$ cat config.mk
export PLATFORM = sky130hd
export DESIGN_NAME = rom_stream_reader
export DESIGN_NICKNAME = d
export VERILOG_FILES = /design/src/rtl/rom_stream_reader_pkg.sv /design/src/rtl/rom_stream_fifo.sv /design/src/rtl/rom_stream_reader.sv
export SDC_FILE = /design/constraint.sdc
export NUM_CORES = 1
export LEC_CHECK = 0
export BUFFER_PORTS_ARGS = -buffer_cell sky130_fd_sc_hd__buf_2
export CAP_MARGIN = 10
export CORE_ASPECT_RATIO = 1.5
export CORE_MARGIN = 4
export CORE_UTILIZATION = 40
export CTS_BUF_LIST = sky130_fd_sc_hd__clkbuf_4
export DETAILED_ROUTE_END_ITERATION = 10
export PLACE_DENSITY = 0.64
export SLEW_MARGIN = 0
export SYNTH_ARGS = -nofsm -noshare
export SYNTH_HDL_FRONTEND = slang
export SYNTH_SLANG_ARGS = --single-unit
$ cat constraint.sdc
create_clock -name clk -period 3.2 [get_ports clk]
set_input_delay 0.16 -clock clk [delete_from_list [all_inputs] [get_ports clk]]
set_output_delay 0.16 -clock clk [all_outputs]
set_load 0.05 [all_outputs]
$ cat src/rtl/rom_stream_reader_pkg.sv
// Shared definitions for the ROM stream reader.
//   state_t        sequencer states
//   DEFAULT_*      default ROM geometry (256 x 8)
//   MAX_COUNT      words in a full ROM sweep at the default geometry
package rom_stream_reader_pkg;

  typedef enum logic [1:0] {
    IDLE  = 2'd0,
    RUN   = 2'd1,
    DRAIN = 2'd2
  } state_t;

  localparam int DEFAULT_ADDR_W = 8;
  localparam int DEFAULT_DATA_W = 8;
  localparam int MAX_COUNT      = 2 ** DEFAULT_ADDR_W;

endpackage

$ cat src/rtl/rom_stream_fifo.sv
// Small synchronous FIFO holding {last, data} words on their way to the stream port.
//   clk, rst_n   clock, synchronous active-low reset (clears occupancy only)
//   push, wdata  write strobe and word
//   pop, rdata   read strobe and head word (rdata is the current head)
//   full, empty  occupancy flags
//   count        number of stored words
module rom_stream_fifo #(
  parameter int WIDTH = 9,
  parameter int DEPTH = 4,
  parameter int CNT_W = $clog2(DEPTH + 1)
) (
  input  logic             clk,
  input  logic             rst_n,
  input  logic             push,
  input  logic [WIDTH-1:0] wdata,
  input  logic             pop,
  output logic [WIDTH-1:0] rdata,
  output logic             full,
  output logic             empty,
  output logic [CNT_W-1:0] count
);

  localparam int PTR_W = $clog2(DEPTH);
  localparam logic [PTR_W-1:0] PTR_LAST = PTR_W'(DEPTH - 1);
  localparam logic [CNT_W-1:0] CNT_ONE  = CNT_W'(1);

  logic [WIDTH-1:0] mem [DEPTH];
  logic [PTR_W-1:0] wr_ptr;
  logic [PTR_W-1:0] rd_ptr;
  logic             do_push;
  logic             do_pop;

  assign full    = (count == CNT_W'(DEPTH));
  assign empty   = (count == '0);
  // A push into a full FIFO is only legal when the head leaves the same cycle.
  assign do_push = push & (~full | pop);
  assign do_pop  = pop & ~empty;
  assign rdata   = mem[rd_ptr];

  always_ff @(posedge clk) begin
    if (do_push) mem[wr_ptr] <= wdata;
  end

  always_ff @(posedge clk) begin
    if (!rst_n) begin
      wr_ptr <= '0;
      rd_ptr <= '0;
      count  <= '0;
    end else begin
      if (do_push) wr_ptr <= (wr_ptr == PTR_LAST) ? '0 : wr_ptr + PTR_W'(1);
      if (do_pop)  rd_ptr <= (rd_ptr == PTR_LAST) ? '0 : rd_ptr + PTR_W'(1);
      case ({do_push, do_pop})
        2'b10:   count <= count + CNT_ONE;
        2'b01:   count <= count - CNT_ONE;
        default: count <= count;
      endcase
    end
  end

endmodule

$ cat src/rtl/rom_stream_reader.sv
// Reads a run of consecutive words from a 1-cycle-latency synchronous ROM and
// streams them out on a valid/ready port, marking the final word.
//   clk, rst_n           clock, synchronous active-low reset
//   start                transfer request, only honoured while idle
//   base_addr, count     first address and word count (count > 2**ADDR_W clamps)
//   busy, done           transfer in progress / one-cycle completion pulse
//   rom_addr, rom_data   ROM read address and returned word (next cycle)
//   m_data, m_valid,
//   m_ready, m_last      output stream
//
// state | meaning
// IDLE  | waiting for start
// RUN   | issuing ROM reads as FIFO credit allows
// DRAIN | all reads issued, waiting for the last word to leave
module rom_stream_reader
  import rom_stream_reader_pkg::*;
#(
  parameter int ADDR_W     = DEFAULT_ADDR_W,
  parameter int DATA_W     = DEFAULT_DATA_W,
  parameter int FIFO_DEPTH = 4
) (
  input  logic              clk,
  input  logic              rst_n,
  input  logic              start,
  input  logic [ADDR_W-1:0] base_addr,
  input  logic [ADDR_W:0]   count,
  output logic              busy,
  output logic              done,
  output logic [ADDR_W-1:0] rom_addr,
  input  logic [DATA_W-1:0] rom_data,
  output logic [DATA_W-1:0] m_data,
  output logic              m_valid,
  input  logic              m_ready,
  output logic              m_last
);

  localparam int CNT_W = $clog2(FIFO_DEPTH + 1);
  localparam logic [ADDR_W:0] MAX_WORDS = {1'b1, {ADDR_W{1'b0}}};
  localparam logic [ADDR_W:0] REM_ONE   = {{ADDR_W{1'b0}}, 1'b1};

  state_t            state;
  state_t            next_state;
  logic [ADDR_W-1:0] ptr;
  logic [ADDR_W:0]   remaining;
  logic              inflight;
  logic              inflight_last;
  logic              issue;
  logic              accept;
  logic              done_next;
  logic              credit_ok;
  logic              pop;
  logic              full;
  logic              empty;
  logic [DATA_W:0]   head;
  logic [CNT_W-1:0]  fifo_count;

  // The in-flight read already owns a FIFO slot, so it is counted as occupied.
  assign credit_ok = ~full && ((int'(fifo_count) + int'(inflight)) < FIFO_DEPTH);
  assign pop       = m_valid & m_ready;
  assign rom_addr  = ptr;
  assign busy      = (state != IDLE);
  assign m_valid   = ~empty;
  assign m_data    = head[DATA_W-1:0];
  assign m_last    = head[DATA_W] & m_valid;

  always_ff @(posedge clk) begin
    if (!rst_n) state <= IDLE;
    else        state <= next_state;
  end

  always_comb begin
    next_state = state;
    issue      = 1'b0;
    accept     = 1'b0;
    done_next  = 1'b0;
    case (state)
      IDLE: begin
        if (start) begin
          if (count == '0) begin
            done_next = 1'b1;
          end else begin
            accept     = 1'b1;
            next_state = RUN;
          end
        end
      end
      RUN: begin
        if (credit_ok) begin
          issue = 1'b1;
          if (remaining == REM_ONE) next_state = DRAIN;
        end
      end
      DRAIN: begin
        if (pop && m_last) begin
          next_state = IDLE;
          done_next  = 1'b1;
        end
      end
      default: next_state = IDLE;
    endcase
  end

  always_ff @(posedge clk) begin
    if (!rst_n) begin
      ptr           <= '0;
      remaining     <= '0;
      inflight      <= 1'b0;
      inflight_last <= 1'b0;
      done          <= 1'b0;
    end else begin
      done     <= done_next;
      inflight <= issue;
      if (issue) inflight_last <= (remaining == REM_ONE);
      if (accept) begin
        ptr       <= base_addr;
        remaining <= (count > MAX_WORDS) ? MAX_WORDS : count;
      end else if (issue) begin
        ptr       <= ptr + ADDR_W'(1);
        remaining <= remaining - REM_ONE;
      end
    end
  end

  rom_stream_fifo #(
    .WIDTH (DATA_W + 1),
    .DEPTH (FIFO_DEPTH)
  ) u_fifo (
    .clk   (clk),
    .rst_n (rst_n),
    .push  (inflight),
    .wdata ({inflight_last, rom_data}),
    .pop   (pop),
    .rdata (head),
    .full  (full),
    .empty (empty),
    .count (fifo_count)
  );

endmodule

==> results of run 1 <==
metrics by stage:
step / area (sq um) / worst slack [ns] / hold WS [ns]
final: 3776 / 0.7952 / 0.03613
after global routing: 3776 / 0.6371 / 0.02948
after CTS: 3776 / 0.7767 / 0.001878
after detailed placement: 3465 / 0.8094 / 0.3853
after global placement: 3465 / 0.8745 / 0.3774
after floorplan: 3156 / 0.9567 / 0.2589
sequential cells by signal, indices dropped and copies added (netlist names), named ones only:
name and count:
u_fifo.wr_ptr 2, u_fifo.rd_ptr 2, remaining 9, inflight 1, u_fifo.count 3, done 1, u_fifo.mem 36, rom_addr 8
inflight_last 1, state 2
power by group:
part,switching (uW),total (uW),internal (uW)
logic,408,661,254
clock network,301,634,333
registers,93.4,1070,973
total,802,2360,1560
worst reg2reg max path, stage by stage (launching register included):
cell,delay [ns]
dfxtp_1,0.43
inv_1,0.10
o41a_1,0.51
inv_1,0.09
ha_1,0.18
inv_1,0.06
fa_1,0.37
xor2_1,0.16
or3_1,0.30
a21boi_0,0.15
per-layer routing:
layer | GRT usage [%] | vias to the layer above
met2 | 26.11 | 50
li1 | - | 1111
met1 | 16.08 | 1065
met3 | 4.211 | 9
met5 | 0 | -
met4 | 8.117 | 0
Yosys cell counts (all sizes together), types with 7 or more instances:
library cell / n
a21boi: 8
a21oi: 8
and2: 8
buf: 7
dfxtp: 31
edfxtp: 36
ha: 9
inv: 12
mux4: 9
nand3: 10
nor3: 10
o21ai: 12
layout by cell type, fill, tap and decap left out, types with 6 or more instances in the layout:
cell / instances
nor3_1: 9
nand3_1: 10
dfxtp_1: 31
a21oi_1: 8
inv_1: 12
o21ai_0: 10
clkbuf_4: 11
and2_1: 8
buf_2: 48
ha_1: 9
and3_1: 6
nand4_1: 6
nand2_1: 6
dlygate4sd3_1: 15
edfxtp_1: 36
mux4_2: 9
a21boi_1: 6
path summary, 6_finish.rpt:
| path | cells past startpoint | startpoint | to |
|---|---|---|---|
| max | 9 | u_fifo.count[2] | u_fifo.count[2] |
| max reg2reg | 9 | u_fifo.count[2] | u_fifo.count[2] |
| min | 3 | count[4] | remaining[4] |
| min reg2reg | 2 | remaining[1] | remaining[1] |
kinds of logic after synthesis:
logic type               share of synthesized area [%]
AO/OA/AOI/OAI                                    11.86
XOR/XNOR                                         2.775
adder cells (fa/ha/maj)                          4.203
buffers and inverters                            3.529
flip-flops                                       53.93
multiplexers                                     7.692
AND/OR/NAND/NOR                                  16.02
timing repair:
item                                    in CTS  in global routing
hold buffers                                15                  0
endpoints found under the hold margin       39                  0
endpoints found under the setup margin       0                  0
layout make-up:
cell class                 instances  area (sq um)
timing repair buffer              64         397.9
clock buffer                      11         82.58
sequential                        67          1702
fill                             711          3885
tap                              102         127.6
inverter                          12         45.04
clock inverter                     5         78.83
multi-input combinational        165          1343
==> run_results.csv, run 1 <==
group,metric,value,unit
run_status,status,"complete, no violations",
setup_path,end_kind,"register",
yosys,synthFlopType,"edfxtp_1",
floorplanning,io-pin-count,49,
yosys,netlist.area_leader.share,34.26,%
place,dp_cells,395,
cts,htree_num_levels,3,
yosys,synth_area,3156,sq um
place,portBuffers,48,
drt,drcViolationCount,0,
cts,cts_resized,0,
yosys,synthArstFlopShare,0,%
floorplanning,fp.dieW,80.52,um
setup_path,crit_chain,"inv_1 > o41a_1 > inv_1 > ha_1 > inv_1 > fa_1 > xor2_1 > or3_1 > a21boi_0",
pwr,p_leak,0.001404,uW
yosys,yosysUniqueCellTypes,57,
floorplanning,core_area,7661,sq um
cells_and_area,utilization,49.29,%
yosys,syn_nets,296,
min_path,hp-class,"in2reg",
cts,clockRootBuffer,"clkbuf_4",
cells_and_area,layout-drive-gt1-share,26.54,%
timing,finalClockSkew,0.01562,ns
cts,cts_sinks,67,
place,dp_hpwl,4432,um
timing,drv_slew,0,
drt,wl_met3,288,um
setup_path,path_max_fanout,7,
timing,slew_headroom,46.65,%
grt,antenna_found_initial,0,
drt,drt_wl_total,6400,um
cells_and_area,fin_nets,358,
timing,worst_pin_slew,0.8002,ns
timing,finalSetupViolations,0,
cts,cts_tree,"yes",
timing,hold_violations,0,
floorplanning,die_h,116.8,um
drt,top_layer,"met4",
floorplanning,rows,39,
setup_path,cp_slowest_stage_delay,0.51,ns
timing,period_share,75.15,%
setup_path,required,3.55,ns
timing,layout_min_cycle_time,2.405,ns
setup_path,cp_num_buf_inv,3,
flow_run,drv_cap,0,
pwr,ir_drop,0.0003227,V
grt,grt_pass1_vias,2168,
timing,rsz0062_at_grt,"false",
cts,cts_buffers,9,
timing,fmax,415.8,MHz
yosys,synth_area_leaders,"edfxtp_1, dfxtp_1, mux4_2",
pwr,finalPower,2362,uW
drt,first_pass_iters,4,
grt,grt_max_degree,28,
place,gp_congestion,0.8456,
cells_and_area,final_cell_count_no_fill,426,
floorplanning,die_area,9403,sq um
yosys,ys_ff_latch,67,
yosys,syn_area_per_cell,12.28,sq um
yosys,yosys.area.top_type,"edfxtp_1",
yosys,syn-instance-count,257,
timing,tns,0,ns
drt,m1WireLength,2629,um
drt,wl_met2,3353,um
drt,wire_per_inst,15.02,um
pwr,powerDensity,625.5,nW/um^2
drt,vias,2235,
setup_path,crit_arrival,2.76,ns
yosys,synth_edf_count,36,
floorplanning,start_util,41.19,%
setup_path,cp_top_family,"compound AO/OA/AOI/OAI gates",
cells_and_area,area_growth,19.67,%
cells_and_area,n_antenna_cell,0,
setup_path,slowest_stage,"o41a_1",
setup_path,r2r_slack,0.80,ns
drt,viasPerCell,5.246,
cts,clk_latency,0.42,ns
grt,globalRouteOverflowTotal,0,
yosys,ys_warn_count,0,
setup_path,critPathLaunchType,"register",
setup_path,cp_common_cell,"inv_1",
grt,grt_pass1_wl,10260,um
cts,post_cts_buffers,0,
yosys,seq_area_frac_synth,53.93,%
cts,cts_buffer_depth,2,
cts,path_clk_slew,0.11,ns
drt,drt_iter0_markers,81,
setup_path,critPathKind,"reg2reg",
grt,grt_usage,14.90,%
drt,ant_nets,0,
Power figures use the tool's default switching activity.
==> inputs of run 2 (changes only) <==
Settings changed: PLACE_DENSITY 0.64 to 0.66.
Clock period 3.2 ns to 2.1 ns, I/O delays scaled along.
==> run 2 against run 1 <==
  * Cell area rose by 3.8%
  * Fmax rose by 18%
  * Critical path depth fell by 1
  * Critical path type unchanged
  * Critical endpoint unchanged
  * Highest routed layer unchanged
==> run_results.csv, run 2 (synthesis results as in run 1) <==
group,metric,value,unit
drt,drt_iter0_markers,125,
cells_and_area,layout-drive-gt1-share,30.00,%
cells_and_area,largest_register,"u_fifo.mem",
cells_and_area,area_growth,24.23,%
place,dp_hpwl,4646,um
floorplanning,die_h,116.8,um
cells_and_area,final_cell_mix,"buf_2, edfxtp_1, dfxtp_1",
grt,grt_pass1_vias,2333,
timing,finalClockSkew,0.009315,ns
drt,drcViolationCount,0,
cells_and_area,final_cell_count_no_fill,442,
cts,cts_buffers,9,
timing,hold_violations,0,
timing,finalSetupViolations,0,
cts,clk_latency,0.41,ns
setup_path,reg2reg_from,"u_fifo.count[1]",
setup_path,required,2.43,ns
cells_and_area,final_common_cell,"buf_2",
floorplanning,io-pin-count,49,
grt,grt_pass1_wl,10910,um
cells_and_area,utilization,51.17,%
cts,cts_tree,"yes",
timing,worst_pin_slew,0.5095,ns
min_path,hold_start,"start",
grt,grt_max_degree,28,
place,portBuffers,48,
floorplanning,core_area,7661,sq um
grt,grt_usage,15.44,%
setup_path,end_kind,"register",
setup_path,r2r_cells,8,
cells_and_area,fin_nets,374,
min_path,hp-class,"in2reg",
drt,ant_nets,0,
setup_path,critPathLaunchType,"register",
cts,path_clk_slew,0.10,ns
timing,drv_slew,0,
floorplanning,fp.dieW,80.52,um
pwr,ir_drop,0.0004488,V
floorplanning,start_util,41.19,%
timing,period_share,96.71,%
setup_path,path_max_fanout,2,
timing,fmax,492.4,MHz
setup_path,startpoint,"u_fifo.count[1]",
place,gp_congestion,0.8792,
drt,wire_per_inst,15.34,um
setup_path,crit_arrival,2.36,ns
cells_and_area,n_antenna_cell,0,
floorplanning,die_area,9403,sq um
pwr,powerDensity,940.4,nW/um^2
drt,drt_wl_total,6781,um
drt,viasPerCell,5.224,
drt,vias,2309,
cts,cts_buffer_depth,2,
cts,cts_sinks,67,
cts,htree_num_levels,3,
pwr,p_leak,0.001479,uW
timing,rsz0062_at_grt,"true",
floorplanning,rows,39,
drt,first_pass_iters,4,
flow_run,drv_cap,0,
grt,antenna_found_initial,0,
timing,layout_min_cycle_time,2.031,ns
setup_path,slowest_stage,"o41a_1",
setup_path,crit_chain,"o41a_1 > inv_1 > ha_2 > inv_1 > fa_2 > xor2_1 > or3_1 > a21boi_1",
pwr,finalPower,3687,uW
setup_path,critPathKind,"reg2reg",
grt,globalRouteOverflowTotal,0,
setup_path,cp_common_cell,"inv_1",
run_status,status,"complete, no violations",
place,dp_cells,405,
cells_and_area,largest_register_ffs,36,
setup_path,cp_slowest_stage_delay,0.42,ns
min_path,hold_depth,3,
timing,slew_headroom,66.03,%
cts,clockRootBuffer,"clkbuf_4",
==> run 2: cell types whose count changed in the layout (fill, tap and decap cells not counted), sizes merged <==
cell	change
buf	+12
clkbuf	-1
clkinvlp	+1
dlygate4sd3	+4
==> run 2: report_power, final <==
part	internal (uW)	total, uW	switching (uW)
Sequential	1490	1580	98.7
Combinational	451	1140	689
Clock	498	962	465
Total	2430	3690	1250
==> run 2: final cells by class <==
cell class / instances / area (sq um)
repair buffers: 80 / 528.0
clock buffers: 10 / 75.07
flip-flops and latches: 67 / 1707
inverters: 12 / 45.04
fillers: 712 / 3741
well taps: 102 / 127.6
multi-input cells: 165 / 1348
clock inverters: 6 / 90.09
==> run 2: metrics by stage <==
step	setup TNS, ns	setup WS (ns)	cell area, sq um	hold slack (ns)
2_1_floorplan	0	0.01991	3162	0.2039
3_3_place_gp	0	0.09001	3546	0.3200
3_5_place_dp	0	0.03257	3546	0.3235
4_1_cts	0	0.004414	3901	0.01504
5_1_grt	-0.04760	-0.04760	3920	0.03868
6_report	0	0.06911	3920	0.05913
==> run 2: final timing paths <==
| path | end | slack (ns) |
|---|---|---|
| setup / recovery | u_fifo.count[2] | 0.07 |
| hold / removal | state[0] | 0.06 |
| setup reg to reg | u_fifo.count[2] | 0.07 |
| hold reg to reg | remaining[1] | 0.51 |
==> run 2: what timing repair did <==
action | CTS | global route
hold buffers | 19 | 0
endpoints found under the hold margin | 43 | 0
buffers inserted | 0 | 2
gates resized for setup | 0 | 2
setup endpoints to repair | 0 | 1
==> run 2: metal layers <==
layer / track usage, % / wire length, um / vias up
met5: 0 / 0 / -
met2: 28.04 / 3658 / 58
met1: 16.82 / 2713 / 1100
met3: 3.599 / 307 / 8
li1: - / - / 1143
met4: 7.215 / 101 / 0
==> run 2: critical path, delay by kind of cell, from the launching register on <==
kind,cells,cell delay (ns)
xor gates and xnor gates,1,0.16
and+or+nand+nor,1,0.32
buffers and inverters,2,0.12
DFF,1,0.33
AOI/OAI and AO/OA,2,0.54
adders and majority gates,2,0.50
